<file path="src/rtl/boot_loader_pkg.sv">
// Shared definitions for the boot loader: FSM state encoding, the default
// frame start byte and the frame header length.
package boot_loader_pkg;

   typedef enum logic [2:0] {
      ST_WAIT_MAGIC,
      ST_LEN0,
      ST_LEN1,
      ST_DATA,
      ST_WRITE,
      ST_CSUM,
      ST_RUN,
      ST_ERR
   } state_t;

   localparam logic [7:0] DEFAULT_MAGIC = 8'hA5;

   // MAGIC, LEN_LO, LEN_HI
   localparam int HDR_LEN = 3;

   // States that pull bytes out of the RX FIFO.
   function automatic logic consumes_bytes(state_t s);
      return (s == ST_WAIT_MAGIC) || (s == ST_LEN0) || (s == ST_LEN1) ||
             (s == ST_DATA) || (s == ST_CSUM);
   endfunction

endpackage

</file>
<file path="src/rtl/boot_loader_uart_byte_fetch.sv">
// RX FIFO read handshake. Issues a one-cycle rdreq when the FSM wants a byte,
// the FIFO is not empty and nothing is in flight; captures the byte on the
// edge after rdreq and presents it for one cycle with byte_valid.
//   want       in   FSM requests bytes
//   uart_empty in   FIFO empty (only blocks new reads)
//   uart_in    in   FIFO data, valid the cycle after rdreq
//   uart_rdreq out  read strobe
//   byte_valid out  one-cycle pulse, rx_byte valid
//   rx_byte    out  captured byte
module uart_byte_fetch (
   input  logic       clk,
   input  logic       rst_n,
   input  logic       want,
   input  logic       uart_empty,
   input  logic [7:0] uart_in,
   output logic       uart_rdreq,
   output logic       byte_valid,
   output logic [7:0] rx_byte
);

   logic       pend_q, pend_d;
   logic       valid_q, valid_d;
   logic [7:0] byte_q, byte_d;

   // Also hold off while a captured byte is being consumed, so the FSM can
   // change state before the next read and never over-reads the frame.
   assign uart_rdreq = want & ~uart_empty & ~pend_q & ~valid_q;
   assign byte_valid = valid_q;
   assign rx_byte    = byte_q;

   always_comb begin
      pend_d  = uart_rdreq;
      valid_d = pend_q;
      byte_d  = pend_q ? uart_in : byte_q;
   end

   always_ff @(posedge clk or negedge rst_n) begin
      if (!rst_n) begin
         pend_q  <= 1'b0;
         valid_q <= 1'b0;
         byte_q  <= 8'h00;
      end else begin
         pend_q  <= pend_d;
         valid_q <= valid_d;
         byte_q  <= byte_d;
      end
   end

endmodule

</file>
<file path="src/rtl/boot_loader.sv">
// Boot-time loader: holds the core stopped, reads a framed image
// (MAGIC, LEN_LO, LEN_HI, N*4 data bytes LE, 8-bit sum) from the UART RX FIFO,
// writes it into instruction memory, verifies the checksum and releases the core.
//   uart_in/uart_empty/uart_rdreq  RX FIFO read port
//   reload                         re-enter loading from RUN or ERR
//   im_we/im_addr/im_wdata         instruction-memory write port
//   core_run                       core fetch enable
//   loading                        high except in RUN and ERR
//   err                            sticky error, cleared by reload
module boot_loader
   import boot_loader_pkg::*;
#(
   parameter int         ADDR_W = 10,
   parameter logic [7:0] MAGIC  = DEFAULT_MAGIC
) (
   input  logic              clk,
   input  logic              rst_n,
   input  logic [7:0]        uart_in,
   input  logic              uart_empty,
   output logic              uart_rdreq,
   input  logic              reload,
   output logic              im_we,
   output logic [ADDR_W-1:0] im_addr,
   output logic [31:0]       im_wdata,
   output logic              core_run,
   output logic              loading,
   output logic              err
);

   localparam logic [16:0] CAP = 17'(1) << ADDR_W;

   state_t            state_q, state_d;
   logic [15:0]       len_q, len_d;
   logic [ADDR_W:0]   idx_q, idx_d;
   logic [1:0]        lane_q, lane_d;
   logic [7:0]        csum_q, csum_d;
   logic [31:0]       word_q, word_d;
   logic              im_we_q, im_we_d;
   logic [ADDR_W-1:0] im_addr_q, im_addr_d;
   logic [31:0]       im_wdata_q, im_wdata_d;
   logic              core_run_q, core_run_d;
   logic              loading_q, loading_d;
   logic              err_q, err_d;
   logic              bv;
   logic [7:0]        rx_byte;
   logic [15:0]       n_new;

   // loading_q is low in reset, which keeps the FIFO untouched until the
   // first edge after reset release.
   uart_byte_fetch u_fetch (
      .clk        (clk),
      .rst_n      (rst_n),
      .want       (loading_q & consumes_bytes(state_q)),
      .uart_empty (uart_empty),
      .uart_in    (uart_in),
      .uart_rdreq (uart_rdreq),
      .byte_valid (bv),
      .rx_byte    (rx_byte)
   );

   always_comb begin
      state_d    = state_q;
      len_d      = len_q;
      idx_d      = idx_q;
      lane_d     = lane_q;
      csum_d     = csum_q;
      word_d     = word_q;
      im_we_d    = 1'b0;
      im_addr_d  = im_addr_q;
      im_wdata_d = im_wdata_q;
      n_new      = {rx_byte, len_q[7:0]};
      case (state_q)
         ST_WAIT_MAGIC: if (bv && rx_byte == MAGIC) state_d = ST_LEN0;
         ST_LEN0: if (bv) begin
            len_d[7:0] = rx_byte;
            state_d    = ST_LEN1;
         end
         ST_LEN1: if (bv) begin
            len_d = n_new;
            if (n_new == 16'd0 || {1'b0, n_new} > CAP) begin
               state_d = ST_ERR;
            end else begin
               idx_d   = '0;
               lane_d  = 2'd0;
               csum_d  = 8'h00;
               state_d = ST_DATA;
            end
         end
         ST_DATA: if (bv) begin
            word_d[{lane_q, 3'b000} +: 8] = rx_byte;
            csum_d = csum_q + rx_byte;
            lane_d = lane_q + 2'd1;
            if (lane_q == 2'd3) begin
               // Present the write during the WRITE cycle itself.
               state_d    = ST_WRITE;
               im_we_d    = 1'b1;
               im_addr_d  = idx_q[ADDR_W-1:0];
               im_wdata_d = word_d;
            end
         end
         ST_WRITE: begin
            if (16'(idx_q) + 16'd1 == len_q) begin
               state_d = ST_CSUM;
            end else begin
               idx_d   = idx_q + 1'b1;
               state_d = ST_DATA;
            end
         end
         ST_CSUM: if (bv) state_d = (rx_byte == csum_q) ? ST_RUN : ST_ERR;
         ST_RUN, ST_ERR: if (reload) state_d = ST_WAIT_MAGIC;
         default: state_d = ST_WAIT_MAGIC;
      endcase
      core_run_d = (state_d == ST_RUN);
      err_d      = (state_d == ST_ERR);
      loading_d  = (state_d != ST_RUN) && (state_d != ST_ERR);
   end

   always_ff @(posedge clk or negedge rst_n) begin
      if (!rst_n) begin
         state_q    <= ST_WAIT_MAGIC;
         len_q      <= 16'h0000;
         idx_q      <= '0;
         lane_q     <= 2'd0;
         csum_q     <= 8'h00;
         word_q     <= 32'h0;
         im_we_q    <= 1'b0;
         im_addr_q  <= '0;
         im_wdata_q <= 32'h0;
         core_run_q <= 1'b0;
         loading_q  <= 1'b0;
         err_q      <= 1'b0;
      end else begin
         state_q    <= state_d;
         len_q      <= len_d;
         idx_q      <= idx_d;
         lane_q     <= lane_d;
         csum_q     <= csum_d;
         word_q     <= word_d;
         im_we_q    <= im_we_d;
         im_addr_q  <= im_addr_d;
         im_wdata_q <= im_wdata_d;
         core_run_q <= core_run_d;
         loading_q  <= loading_d;
         err_q      <= err_d;
      end
   end

   assign im_we    = im_we_q;
   assign im_addr  = im_addr_q;
   assign im_wdata = im_wdata_q;
   assign core_run = core_run_q;
   assign loading  = loading_q;
   assign err      = err_q;

endmodule
</file>
<file path="config.mk">
export PLATFORM = sky130hd
export DESIGN_NAME = boot_loader
export DESIGN_NICKNAME = d
export VERILOG_FILES = /design/src/rtl/boot_loader_pkg.sv /design/src/rtl/boot_loader_uart_byte_fetch.sv /design/src/rtl/boot_loader.sv
export SDC_FILE = /design/constraint.sdc
export NUM_CORES = 1
export LEC_CHECK = 0
export ABC_AREA = 1
export CAP_MARGIN = 20
export CORE_AREA = 5 5 151 153
export CTS_CLUSTER_SIZE = 25
export DETAILED_ROUTE_END_ITERATION = 10
export DIE_AREA = 0 0 156 158
export HOLD_SLACK_MARGIN = 0.03
export SLEW_MARGIN = 20
export SYNTH_ARGS = -nofsm -noshare
export SYNTH_HDL_FRONTEND = slang
export SYNTH_SLANG_ARGS = --single-unit
</file>
<file path="constraint.sdc">
create_clock -name clk -period 2.5 [get_ports clk]
set_input_delay 0.25 -clock clk [delete_from_list [all_inputs] [get_ports clk]]
set_output_delay 0.25 -clock clk [all_outputs]
set_load 0.005 [all_outputs]
</file>
==> metrics <==
Hold WS 0.3666 ns; Final period util 0.9231; Final ANT Viol Nets 0; Synth Area in Compound Gates 0.1301; Initial Utilization 0.2945; R2R Setup Slk 0.35 ns; Sum Neg Setup Slack 0 ns; Critical-path top delay cell dfrtp_1; max-slew violations 0; DRT iter0 DRCs 330; post-synthesis xor/xnor area fraction 0.004166; syn_area_per_cell 7.964 µm²; max cap viols 0; first-pass GRT wire length 27.28 mm; Fmax 433.3 MHz; Placed Instance Area 7259 µm²; GR Util met3 0.03362; Clock Skew 0.009285 ns; mux share of post-synthesis cell area 0; Hold Path Class in -> async; row cnt 54; Synth Instances 792; GR peak layer met2; die area 24650 µm²; postcts setup bufs 0; worst-margin pin slew 0.8889 ns; Seq/Total Area, Yosys 0.5078; Power per Cell Area 1003 nW/µm²; GP Congestion 0.8444; routed len/inst 13.89 µm; Static Leak 3.586 nW; DP HPWL 11.06 mm; buffer depth of the longest clock path 2; YS warnings 0; Yosys reg bits 128; largest family of logic cells by synthesized area simple AND/OR/NAND/NOR gates; delay of the slowest cell on the worst path 0.62 ns; CTS clk-pin slew, worst paths 0.06 ns; die height 158 µm; CTS tree built; via count 5223; final core utilization 0.3691; Synth Area in Adders 0.03095; pin count of the biggest net entering global routing 73; asr flop ratio synth 1.000; Worst Setup Start Kind flop; DRT Pass-1 Iters 4; crit-path leading delay family flip-flops; # setup viols final 0; clk_lat worst skew 0.42 ns; FF-to-FF End idx_q[0]; Critical Path End Type output port; reg2reg path depth 13; Yosys cell types 33; simple-gate portion of the synthesized area 0.2490; Syn Std Cell Area 6307 µm²; Critical path origin u_fetch.pend_q; reg-to-reg startpoint idx_q[1]; syn nets 819; Horiz. Die Dim 156 µm; GR Layer Usage met2 0.2063; Overflow after GRT 0; max_slew headroom 0.4065; Period minus WS final 2.308 ns; DRC Markers 0; initial antenna violation count 0; clock buffer count from CTS 17; crit path cell chain nor4_1, clkdlybuf4s50_1; number of nets in the layout 884; outcome finished clean; DP Cell Count 1117; Area Growth Syn to Fin 25.33%; M1 GR Usage 0.2030; number of vias per cell 4.542; Total GRT Usage 0.1394; diode count 0; RSZ-0062 raised after global routing no; Post-synth EDFFs 0; Finished Layout Cells 1150; core box area 21420 µm²; final wirelength 15.98 mm; Peak VDD IR 0.0005979 V; CP max FO 18; ratio of cells with drive above 1 in the final layout 0.09425; vias in the first global route 5230; Main synth FF type dfrtp_1; Crit Path Class reg -> out; final instance area 7905 µm²; critical path data required time 2.25 ns; worst endpoint data arrival time 2.06 ns; Hold Fails Final Rpt 0; CTS Sinks 128; Bufs and invs on worst path 1; clk root buf clkbuf_16; H-tree depth 4; PortBufs 58; io pins 59
what timing repair did:
item	4_1_cts	5_1_grt
endpoints found under the hold margin	40	0
hold buffers	1	0
setup endpoints to repair	0	12
gates resized for setup	0	3
worst max-delay path by stage:
stage                 end  slack (ns)  cells past startpoint
6_report       uart_rdreq        0.19                      2
5_1_grt          idx_q[0]        0.01                     14
4_1_cts        uart_rdreq        0.07                      5
3_5_place_dp     idx_q[0]        0.28                     13
3_3_place_gp     idx_q[0]        0.34                     15
2_1_floorplan  word_q[16]        0.64                      8
worst register-to-register path: stages, from the launching register on:
cell     delay (ns)
dfrtp_1        0.45
ha_1           0.27
inv_1          0.08
nor2_2         0.15
nand2_1        0.06
nand2_1        0.10
a21oi_1        0.08
nor2_1         0.10
nand2_1        0.06
nor2_1         0.18
nand3_2        0.11
nand3_2        0.08
buf_6          0.21
o21ai_0        0.12
sequential cells by signal, indices dropped and copies added, names as in the netlist:
| register | cells |
|---|---|
| loading | 1 |
| csum_q | 8 |
| lane_q | 2 |
| idx_q | 11 |
| u_fetch.rx_byte | 8 |
| word_q | 32 |
| core_run | 1 |
| err | 1 |
| im_we | 1 |
| state_q | 3 |
| u_fetch.byte_valid | 1 |
| u_fetch.pend_q | 1 |
| len_q | 16 |
| im_wdata | 32 |
| im_addr | 10 |
placed cells by master, fill, tap and decap left out, drive strengths merged, types with 2 or more instances in the layout:
cell type,instances
a21oi,9
a31oi,3
buf,17
bufinv,3
clkbuf,19
clkdlybuf4s50,57
clkinvlp,4
dfrtp,128
ha,14
inv,101
nand2,278
nand3,34
nand4,16
nor2,44
nor4,5
o21ai,96
o22ai,21
o32ai,8
xnor2,2
area by class of cell:
cell class	instances	area [µm²]
fillers	2177	13510
flip-flops and latches	128	3204
multi-input cells	539	2625
repair buffers	75	737.0
clock buffers	19	452.9
inverters	96	360.3
well taps	280	350.3
clock inverters	13	175.2
cell families (layout without fill, tap and decap cells):
kind of cell    count (synthesis)  after routing
flops                         128            128
fa+ha+maj                      15             15
simple gates                  380            380
buf+inv                       125            203
compound gates                141            141
xor+xnor                        3              3
metrics by stage:
stage	setup WS (ns)	total power, W
2_1_floorplan	0.6384	0.004441
3_3_place_gp	0.3434	0.005283
3_5_place_dp	0.2799	0.005313
4_1_cts	0.07038	0.007999
5_1_grt	0.01093	0.008491
6_report	0.1924	0.007932
power breakdown:
| group | internal (W) | total (W) | switching, W |
|---|---|---|---|
| Clock | 0.00164 | 0.00265 | 0.00101 |
| Combinational | 0.000853 | 0.00247 | 0.00161 |
| Sequential | 0.00246 | 0.00282 | 0.000357 |
| Total | 0.00496 | 0.00793 | 0.00297 |
per-layer routing:
layer	wire length (µm)	up-vias	share of wire
met3	713	14	0.045
met2	6925	101	0.43
met5	0	-	0
li1	-	2695	-
met4	191	0	0.012
met1	8148	2413	0.51
Yosys cell counts (2+ instances only):
| master | number | area (µm²) |
|---|---|---|
| buf_6 | 2 | 22.52 |
| a21oi_1 | 9 | 45.04 |
| xnor2_1 | 2 | 17.52 |
| inv_2 | 3 | 11.26 |
| nor2_2 | 7 | 43.79 |
| o21ai_2 | 11 | 96.34 |
| ha_1 | 14 | 175.2 |
| nor2_1 | 37 | 138.9 |
| o32ai_1 | 8 | 70.07 |
| nand3_2 | 4 | 40.04 |
| nand4_1 | 16 | 100.1 |
| dfrtp_1 | 128 | 3203 |
| o21ai_0 | 84 | 420.4 |
| a31oi_1 | 3 | 18.77 |
| nor4_1 | 5 | 31.28 |
| nand2_1 | 276 | 1036 |
| nand3_1 | 30 | 150.1 |
| buf_4 | 2 | 15.01 |
| nand2_2 | 2 | 12.51 |
| o22ai_1 | 21 | 131.4 |
| inv_1 | 93 | 349.1 |
| clkbuf_1 | 23 | 86.33 |
| buf_1 | 2 | 7.510 |
Note: power is estimated with default switching activity, not from simulation.
==> RTL change 1 (config.mk and constraints unchanged) <==
Set the parameter `ADDR_W` to 8 (it was 10).
--- a/src/rtl/boot_loader.sv
+++ b/src/rtl/boot_loader.sv
@@ -10,7 +10,7 @@
 module boot_loader
    import boot_loader_pkg::*;
 #(
-   parameter int         ADDR_W = 10,
+   parameter int         ADDR_W = 8,
    parameter logic [7:0] MAGIC  = DEFAULT_MAGIC
 ) (
    input  logic              clk,
Ports: changed (resized im_addr); port bits go from 59 to 57. No check against the original RTL was run, so the function may have changed too.
==> RTL change 1 against the unedited design <==
Sequential cell count fell by 4; first-iteration DRC count fell by 25%; area after synthesis fell by 1.7%; final area fell by 2.7%; fmax rose by 2.9%; synthesized cell count fell by 2.7%; routed wire length fell by 0.92%; non-clock buffer count fell by 3; worst setup slack improved by 0.066 ns; total power fell by 3.9%; clock skew rose by 0.0011 ns; die area did not move; highest routed layer unchanged.
==> RTL change 1: results (changes against the unedited design) <==
* Status: completed (unchanged)
* Drt total wl at 15.83 mm (was 15.98 mm)
* DRT Pass-1 Iters at 7 (was 4)
* Ys async rst share at 100.0% (unchanged)
* RePlAce Congestion at 0.8363 (was 0.8444)
* CTS Buf Count at 17 (unchanged)
* Htree depth at 4 (unchanged)
* VDD IR-drop max at 0.6268 mV (was 0.5979 mV)
* P_leak at 3.584 nW (was 3.586 nW)
* Critical path peak fanout at 3 (was 18)
* Pre-CTS setup slack at 0.3964 ns (was 0.2799 ns)
* Post-synth top flop: dfrtp_1 (unchanged)
* CTS root buffer: clkbuf_16 (unchanged)
* Number of global-route vias before repair at 5,011 (was 5,230)
* Max-slew headroom at 50.36% (was 40.65%)
* Reg clk slew, reported paths at 0.06 ns (about the same)
* Syn nets at 798 (was 819)
* Synthesized instance count at 771 (was 792)
* WP data arrival at 1.99 ns (was 2.06 ns)
* Post-CTS Setup Repair Bufs at 0 (unchanged)
* Synth top area cells: dfrtp_1 (50%), nand2_1 (16%), o21ai_0 (6.0%) (was dfrtp_1 (51%), nand2_1 (16%), o21ai_0 (6.7%))
* Nets at 861 (was 884)
* GRT Total Usage at 13.56% (was 13.94%)
* Largest net degree at the start of global routing at 53 (was 73)
* Share of cells above drive strength 1 at 8.737% (was 9.425%)
* Hold crit path type: in2async (unchanged)
* Iter 0 DRT Violations at 249 (was 330)
* Buffers on Ports at 56 (was 58)
* Global-route wire length before repair at 26.45 mm (was 27.28 mm)
* Synth cell count leaders: nand2_1 (266), dfrtp_1 (124), inv_1 (81) (was nand2_1 (276), dfrtp_1 (128), inv_1 (93))
* DR vias at 5,237 (was 5,223)
* Synth unique cells at 34 (was 33)
* YS warnings at 0 (unchanged)
* Psw at 2.990 mW (was 2.975 mW)
* Clk buf depth at 2 (unchanged)
* Antenna violations before repair at 0 (unchanged)
* Fin cells at 1,127 (was 1,150)
* Diodes inserted at 0 (unchanged)
* Final Skew at 0.01042 ns (was 0.009285 ns)
* Worst skew pair latency at 0.43 ns
* FF-to-FF path depth at 6 (was 13)
* Post-Place Cell Area at 7134 sq um (was 7259 sq um)
* Sequential fraction of the synthesis area at 50.03% (was 50.78%)
* Detailed placement HPWL at 11.11 mm (was 11.06 mm)
-- RTL change 1: logic make-up after synthesis --
logic type | after synthesis | share of synthesized area (%)
AND/OR/NAND/NOR | 399 | 28.67
flip-flops | 124 | 50.03
AO/OA/AOI/OAI | 119 | 10.87
buffers and inverters | 112 | 7.000
adder cells (fa/ha/maj) | 15 | 3.147
XOR/XNOR | 2 | 0.2825
-- RTL change 1: timing repair --
item	CTS	global route
hold buffers	1	0
gates resized for setup	0	1
endpoints found under the hold margin	29	0
endpoints found under the setup margin	0	1
-- RTL change 1: layer usage --
layer	vias up	global-route usage (%)	wire (um)
li1	2637	-	-
met1	2474	18.30	7475
met2	105	21.76	7483
met3	21	2.925	639
met4	0	4.460	233
met5	-	0	0
-- RTL change 1: critical path, cell delays in order (launching register included) --
cell and delay [ns]:
dfrtp_1 0.39, inv_1 0.10, nand2_1 0.07, inv_1 0.13
o21ai_0 0.12, nor4_2 0.21, clkdlybuf4s50_1 0.56
-- RTL change 1: cell type report --
type,instances,area (sq um)
clock inverter,9,65.06
timing repair buffer,72,705.7
fill,2241,13720
multi-input combinational,535,2676
clock buffer,23,478.0
tap,280,350.3
inverter,84,315.3
sequential,124,3103
-- RTL change 1: worst paths after layout --
check,start,end,slack [ns]
setup reg to reg,lane_q[0],im_wdata[22],0.36
hold reg to reg,im_wdata[1],im_wdata[1],0.47
max in group asynchronous,rst_n,im_wdata[20],1.54
min in group clk,uart_in[5],u_fetch.rx_byte[5],0.40
hold / removal,rst_n,im_addr[4],0.32
setup / recovery,state_q[1],uart_rdreq,0.26
-- RTL change 1: power groups by stage --
stage / logic, mW / clock network (mW) / registers, mW
2_1_floorplan: 1.87 / 0 / 2.69
4_1_cts: 2.55 / 2.30 / 2.84
3_5_place_dp: 2.53 / 0 / 2.87
6_report: 2.53 / 2.26 / 2.83
3_3_place_gp: 2.51 / 0 / 2.86
5_1_grt: 2.89 / 2.41 / 2.89
==> RTL change 2 (same settings) <==
Made on the original files. The 8 states of `state_t` get a one-hot encoding in 8 bits.
--- a/src/rtl/boot_loader_pkg.sv
+++ b/src/rtl/boot_loader_pkg.sv
@@ -2,15 +2,15 @@
 // frame start byte and the frame header length.
 package boot_loader_pkg;
 
-   typedef enum logic [2:0] {
-      ST_WAIT_MAGIC,
-      ST_LEN0,
-      ST_LEN1,
-      ST_DATA,
-      ST_WRITE,
-      ST_CSUM,
-      ST_RUN,
-      ST_ERR
+   typedef enum logic [7:0] {
+      ST_WAIT_MAGIC = 8'b00000001,
+      ST_LEN0       = 8'b00000010,
+      ST_LEN1       = 8'b00000100,
+      ST_DATA       = 8'b00001000,
+      ST_WRITE      = 8'b00010000,
+      ST_CSUM       = 8'b00100000,
+      ST_RUN        = 8'b01000000,
+      ST_ERR        = 8'b10000000
    } state_t;
 
    localparam logic [7:0] DEFAULT_MAGIC = 8'hA5;
Function: no difference found for any inputs over 10 cycles, from zero or initial values and one cycle with rst_n low; not proved beyond that.
==> RTL change 2 against the unedited design <==
Routed wire length increased by 2.4%; via count increased by 3.7%; final area rose by 2.2%; worst setup slack worse by 0.044 ns; utilization increased by 0.80 points; sequential cell count increased by 5; first-iteration DRC count shrank 4.5%; area after synthesis up 3.0%.
Power is not compared: it rests on default switching activity, and its combinational part moved more than twofold at a synthesized area within 25%.
==> RTL change 2: results (changes against the unedited design) <==
* Status: completed (unchanged)
* Synth unique cells at 37 (was 33)
* Fraction of area in multi-input gates at 33.43% (was 33.21%)
* Family with the most delay on the worst path: simple AND/OR/NAND/NOR gates (was flip-flops)
* Post-Place Cell Area at 7420 sq um (was 7259 sq um)
* WP data arrival at 2.10 ns (was 2.06 ns)
* Comb_multi_in at 556 (was 539)
* Met1 usage at 19.61% (was 20.30%)
* Met2 WL at 7.399 mm (was 6.925 mm)
* Synth cell count leaders: nand2_1 (287), dfrtp_1 (132), inv_1 (91) (was nand2_1 (276), dfrtp_1 (128), inv_1 (93))
* Final-layout fill cell count at 2,207 (was 2,177)
* Iter 0 DRT Violations at 315 (was 330)
* Fin crit share at 94.08% (was 92.31%)
* VDD IR-drop max at 0.4182 mV
* Syn nets at 840 (was 819)
* Seq cells post-synth at 133 (was 128)
* GRT Total Usage at 13.89% (was 13.94%)
* RePlAce Congestion at 0.8243 (was 0.8444)
* Clock buf count at 18 (was 19)
* Origin of the worst setup path: state_q[3] (was u_fetch.pend_q)
* DRT Pass-1 Iters at 5 (was 4)
* Drt wl/cell at 14.01 um (was 13.89 um)
* Die Width at 156 um (unchanged)
* Met3 WL at 537 um (was 713 um)
* Nets at 902 (was 884)
* Share of cells above drive strength 1 at 7.995% (was 9.425%)
* Pre-CTS setup slack at 0.2299 ns (was 0.2799 ns)
* Drt total wl at 16.36 mm (was 15.98 mm)
* Final Instance Area at 8077 sq um (was 7905 sq um)
* Met2 Track Usage GR at 21.60% (was 20.63%)
* Critical path peak fanout at 5 (was 18)
* Max-slew headroom at 41.54% (was 40.65%)
* Syn Area/Cell at 7.994 sq um (was 7.964 sq um)
* Global-route wire length before repair at 27.51 mm (was 27.28 mm)
* Number of global-route vias before repair at 5,282 (was 5,230)
* Vias/cell at 4.637 (was 4.542)
* Clock-cell share at 7.607% (was 7.946%)
* Largest stage delay on the critical path at 0.40 ns (was 0.62 ns)
* Non-clk buf share at 8.985% (was 9.323%)
* GRT met3 Usage at 2.734% (was 3.362%)
* Synth top area cells: dfrtp_1 (51%), nand2_1 (17%), o21ai_0 (6.7%) (was dfrtp_1 (51%), nand2_1 (16%), o21ai_0 (6.7%))
* Largest net degree at the start of global routing at 72 (was 73)
* RR Startpoint: idx_q[0] (was idx_q[1])
* Seq/total area at 41.22% (was 40.53%)
* RR Endpoint: idx_q[4] (was idx_q[0])
* Detailed placement HPWL at 11.24 mm (was 11.06 mm)
RTL change 2: repair_timing:
| item | 4_1_cts | 5_1_grt |
|---|---|---|
| cloned | 0 | 0 |
| hold endpoints to repair | 42 | 0 |
| setup buffers | 0 | 3 |
| resized for setup | 2 | 1 |
| hold buffers | 1 | 0 |
| setup endpoints to repair | 1 | 1 |
RTL change 2: kinds of logic after synthesis:
group,Yosys count,synth area share [%]
XOR/XNOR,6,0.8086
flip-flops,133,51.23
AND/OR/NAND/NOR,413,27.07
adder cells (fa/ha/maj),15,3.004
buffers and inverters,124,7.470
AO/OA/AOI/OAI,122,10.42
RTL change 2: power by group:
part / switching (mW) / internal (mW) / total [mW] / leakage (nW)
sequential: 0.188 / 2.25 / 2.43 / 1.84
clock: 1.00 / 1.60 / 2.61 / 0.293
combinational: 0.472 / 0.229 / 0.701 / 1.67
total: 1.66 / 4.08 / 5.74 / 3.80
